File: src/rtl/xor_stream_cipher.sv
// xor_stream_cipher: serial key/message loader, one-cycle repeating-key XOR, serial ciphertext out with valid/ready
// Ports:
//   clk, rst_n (sync, active-low), ena (freezes everything when low)
//   data_in, key_load, msg_load : shared serial load pin, MSB first; key wins on contention
//   out_ready / out_valid / out_data : ciphertext stream handshake, MSB first
//   key_full : key register holds KEY_SIZE bits; busy : ENCRYPT or SHIFT; done : one-cycle end pulse
// Optional feature: define XOR_KEY_ROTATE_EN to rotate the key left by one bit per key-sized block.
module xor_stream_cipher #(
    parameter int KEY_SIZE = 8,
    parameter int MSG_SIZE = 64
) (
    input  logic clk,
    input  logic rst_n,
    input  logic ena,
    input  logic data_in,
    input  logic key_load,
    input  logic msg_load,
    input  logic out_ready,
    output logic out_valid,
    output logic out_data,
    output logic key_full,
    output logic busy,
    output logic done
);
    localparam int KW = $clog2(KEY_SIZE) + 1;
    localparam int MW = $clog2(MSG_SIZE) + 1;
    localparam int NB = MSG_SIZE / KEY_SIZE;
    localparam logic [KW-1:0] KEY_FULL = KW'(KEY_SIZE);
    localparam logic [MW-1:0] MSG_FULL = MW'(MSG_SIZE);
    localparam logic [MW-1:0] OUT_LAST = MW'(MSG_SIZE - 1);

    typedef enum logic [1:0] {IDLE, ENCRYPT, SHIFT} state_t;

    state_t              r_state, w_next;
    logic [KEY_SIZE-1:0] r_key;
    logic [MSG_SIZE-1:0] r_msg, r_ct, w_ct;
    logic [KW-1:0]       r_key_cnt;
    logic [MW-1:0]       r_msg_cnt, r_out_cnt;
    logic                r_done;
    logic                w_start, w_accept, w_last;
`ifdef XOR_KEY_ROTATE_EN
    logic [2*KEY_SIZE-1:0] w_kk;
`endif

    assign w_start  = (r_msg_cnt == MSG_FULL) && key_full;
    assign w_accept = out_valid && out_ready;
    assign w_last   = w_accept && (r_out_cnt == OUT_LAST);

    always_ff @(posedge clk) begin
        if (!rst_n)
            r_state <= IDLE;
        else if (ena)
            r_state <= w_next;
    end

    always_comb begin
        w_next = (r_state == IDLE && w_start) ? ENCRYPT :
                 (r_state == ENCRYPT)         ? SHIFT   :
                 (r_state == SHIFT && w_last) ? IDLE    : r_state;
    end

    always_comb begin
        out_valid = (r_state == SHIFT);
        out_data  = out_valid & r_ct[MSG_SIZE-1];
        busy      = (r_state != IDLE);
        key_full  = (r_key_cnt == KEY_FULL);
        done      = r_done;
    end

    // Block b counts from the MSB end; rotl(key, r) is the upper half of {key,key} shifted left by r.
    always_comb begin
        w_ct = '0;
`ifdef XOR_KEY_ROTATE_EN
        w_kk = {r_key, r_key};
        for (int b = 0; b < NB; b++)
            w_ct[MSG_SIZE-1-b*KEY_SIZE -: KEY_SIZE] = r_msg[MSG_SIZE-1-b*KEY_SIZE -: KEY_SIZE]
                                                    ^ w_kk[2*KEY_SIZE-1-(b%KEY_SIZE) -: KEY_SIZE];
`else
        for (int b = 0; b < NB; b++)
            w_ct[MSG_SIZE-1-b*KEY_SIZE -: KEY_SIZE] = r_msg[MSG_SIZE-1-b*KEY_SIZE -: KEY_SIZE] ^ r_key;
`endif
    end

    always_ff @(posedge clk) begin
        if (!rst_n) begin
            r_key     <= '0;
            r_msg     <= '0;
            r_ct      <= '0;
            r_key_cnt <= '0;
            r_msg_cnt <= '0;
            r_out_cnt <= '0;
            r_done    <= 1'b0;
        end else if (ena) begin
            r_done <= w_last;
            if (r_state == IDLE) begin
                if (key_load) begin
                    if (!key_full) begin
                        r_key     <= {r_key[KEY_SIZE-2:0], data_in};
                        r_key_cnt <= r_key_cnt + 1'b1;
                    end
                end else if (msg_load && r_msg_cnt != MSG_FULL) begin
                    r_msg     <= {r_msg[MSG_SIZE-2:0], data_in};
                    r_msg_cnt <= r_msg_cnt + 1'b1;
                end
            end
            if (r_state == ENCRYPT) begin
                r_ct      <= w_ct;
                r_msg_cnt <= '0;
            end
            if (w_accept) begin
                r_ct      <= r_ct << 1;
                r_out_cnt <= w_last ? '0 : r_out_cnt + 1'b1;
            end
        end
    end
endmodule

File: config.mk
export PLATFORM = sky130hd
export DESIGN_NAME = xor_stream_cipher
export DESIGN_NICKNAME = d
export VERILOG_FILES = /design/src/rtl/xor_stream_cipher.sv
export SDC_FILE = /design/constraint.sdc
export NUM_CORES = 1
export LEC_CHECK = 0
export CAP_MARGIN = 20
export CORE_MARGIN = 1.5
export CORE_UTILIZATION = 35
export CTS_BUF_LIST = sky130_fd_sc_hd__clkbuf_2
export DETAILED_ROUTE_END_ITERATION = 8
export GPL_TIMING_DRIVEN = 0
export PLACE_DENSITY = 0.48
export SLEW_MARGIN = 0
export SYNTH_ARGS = -nofsm -noshare
export SYNTH_HDL_FRONTEND = slang
export SYNTH_SLANG_ARGS = --single-unit
File: constraint.sdc
create_clock -name clk -period 3.8 [get_ports clk]
set_input_delay 0.76 -clock clk [delete_from_list [all_inputs] [get_ports clk]]
set_output_delay 0.76 -clock clk [all_outputs]
set_load 0.1 [all_outputs]
==> flow_metrics.tcl, run 1 <==
set metrics [dict create \
    rows 51 \
    grt_max_degree 17 \
    ant_nets 0 \
    grt_pass1_vias 5400 \
    cp.arrival_ns 2.72 \
    drc_errors 0 \
    cts_sinks 157 \
    syn_avg_cell_area_um2 8.021 \
    p_sw_frac 0.2515 \
    synth_fp_nets 871 \
    hold_class "in -> reg" \
    grt_overflow_total 0 \
    fin_crit_ns 3.479 \
    outcome "finished, final reports clean" \
    synth_seq_cells 157 \
    synth_flop_cell "dfxtp_1" \
    power.density_nw_per_um2 361.2 \
    yosys.area.top_type "dfxtp_1" \
    die_area_um2 20540 \
    place_area_um2 7322 \
    rsz0062_at_grt "no" \
    ys_types 44 \
    die_h_um 143.3 \
    drt_first_pass_iters 6 \
    io_pins 12 \
    grt_usage 0.1798 \
    coreArea_um2 19400 \
    synth_top_cell_area_share 0.4561 \
    viasPerCell 4.837 \
    combPwrFrac 0.039 \
    start_util 0.3552 \
    worst_setup_path_end_kind "output pin" \
    required_ns 3.04 \
    clockRootBuffer "clkbuf_2" \
    portBuffers 10 \
    finalSetupTns_ns 0 \
    synth_warnings 0 \
    multi_input_area_um2 3400 \
    place_hpwl_mm 11.23 \
    grt_pass1_wl_mm 28.45 \
    postCtsSetupBuffers 0 \
    sequentialPowerShare 0.606 \
    final-seq-area_um2 3143 \
    period_share 0.9155 \
    yosysMostFrequentCell "nand2_1" \
    synthToLayoutAreaGrowth_pct 9.860 \
    cts_tree "done" \
    worst_slew_pin_slew_ns 1.026 \
    p_int_mw 2.046 \
    netlist_area_um2 6890 \
    start_kind "flop" \
    wire_per_inst_um 14.85 \
    hold_viol 0 \
    htreeDepth 4 \
    path_class "reg -> out" \
    antenna_found_initial 1 \
    ys_top_cells_by_count "nand2_1, dfxtp_1, a21oi_1" \
    place_congestion 0.7082 \
    vias 5645 \
    maxCapViolCount 0 \
    worst_clock_skew_ns 0.04292 \
    clkPwrFrac 0.355 \
    power_leakage_nw 2.746 \
    cts.clk_slew.worst_paths_ns 0.24 \
    async_flop_share 0 \
    routed_wirelength_mm 17.33 \
    drive_gt1_frac 0.06659 \
    setup_violations 0 \
    synth-edff-count 0 \
    ys_seq_area_frac 0.4561 \
    drv_slew 0 \
    numCtsBuffers 17 \
    cp_max_fo 4 \
    die_width_um 143.3 \
    slew_headroom 0.3157 \
    nets 900 \
    clk_latency_ns 0.73 \
    drtIter0Drc 377 \
    synth_area_leaders "dfxtp_1, nand2_1, a21oi_1" \
    ir_drop_v 0.0001683 \
    power_switching_mw 0.6877 \
    syn_inst 859 \
    final_area_um2 7570 \
    fillers 2047 \
    max_freq_ghz 0.2874 \
    clockBufferDepth 2 \
]
path summary, 6_finish.rpt:
check	from	end	slack [ns]	depth (start not counted)
setup / recovery	r_key_cnt[0]	key_full	0.32	5
hold / removal	ena	r_out_cnt[1]	0.33	3
setup reg to reg	r_state[0]	r_ct[57]	1.52	6
hold reg to reg	r_msg[11]	r_msg[12]	0.46	2
metrics by stage:
step / util / setup WS [ns] / std cells / total power [mW] / hold slack, ns
floorplan: - / 0.2072 / 859 / 1.756 / 0.4273
detailed placement: 0.3775 / 0.8546 / 1134 / 1.795 / 0.4438
CTS: 0.3900 / 0.06921 / 1166 / 2.778 / 0.2483
global placement: 0.3775 / 0.8658 / 1134 / 1.797 / 0.4403
global route: 0.3902 / 0.07434 / 1167 / 2.859 / 0.2557
finish: 0.3902 / 0.3210 / 1167 / 2.734 / 0.3309
flip-flops by register name, indices dropped and copies added (netlist names):
| name | cells |
|---|---|
| r_key | 8 |
| r_msg | 64 |
| r_state | 2 |
| r_out_cnt | 7 |
| r_ct | 64 |
| r_key_cnt | 4 |
| done | 1 |
| r_msg_cnt | 7 |
logic make-up after synthesis:
family / share of synthesized area
muxes: 0.01307
DFF: 0.4561
AOI/OAI and AO/OA: 0.1858
adders and majority gates: 0.009079
xor gates and xnor gates: 0.09025
buffers and inverters: 0.05048
and+or+nand+nor: 0.1952
layout make-up:
class,instances,area share
flip-flops and latches,157,0.4152
plain buffers,71,0.04198
clock buffers,19,0.01256
clock inverters,13,0.01967
inverters,8,0.003967
diodes,1,0.0003306
well taps,265,0.04380
repair buffers,10,0.01339
multi-input cells,623,0.4491
cell usage in the layout, fill, tap and decap left out, types with 3 or more instances in the layout:
master             n
nand3_1           11
nand4b_1           4
xnor2_1           67
nor2b_1            5
ha_1               5
nand2_1          261
clkinv_2           4
clkbuf_2          19
clkbuf_1          41
clkinvlp_4         3
bufinv_16          3
clkdlybuf4s50_1    8
mux2i_1            9
o211ai_1          67
buf_4              4
inv_1              8
buf_2             17
buf_1              7
nor2_1            25
nand2b_1           3
xor2_1             4
dfxtp_1          157
a21oi_1          131
power groups by stage:
stage	sequential, mW	clock (mW)	combinational (mW)
2_1_floorplan	1.69	0	0.0691
3_3_place_gp	1.69	0	0.109
3_5_place_dp	1.69	0	0.107
4_1_cts	1.66	1.01	0.108
5_1_grt	1.66	1.08	0.116
6_report	1.66	0.971	0.106
critical path, stage by stage (launching register included):
cell             delay [ns]
dfxtp_1                0.39
inv_1                  0.09
ha_1                   0.16
nand3b_1               0.15
inv_1                  0.08
clkdlybuf4s50_1        1.12
routing by layer:
metal / track usage / routed length (um)
met3: 0.03665 / 403
met2: 0.2916 / 7976
met4: 0.04834 / 136
met1: 0.2433 / 8818
met5: 0 / 0
what timing repair did:
| action | in CTS | in global routing |
|---|---|---|
| setup endpoints to repair | 1 | 1 |
| hold buffers | 0 | 0 |
| resized for setup | 1 | 1 |
Note: power is estimated with default switching activity, not from simulation.
==> run 2: changes to the inputs <==
- ABC_CLOCK_PERIOD_IN_PS: unset -> 3800
==> results of run 2 <==
No change in the layout: final DEF, timing and power equal those of run 1.
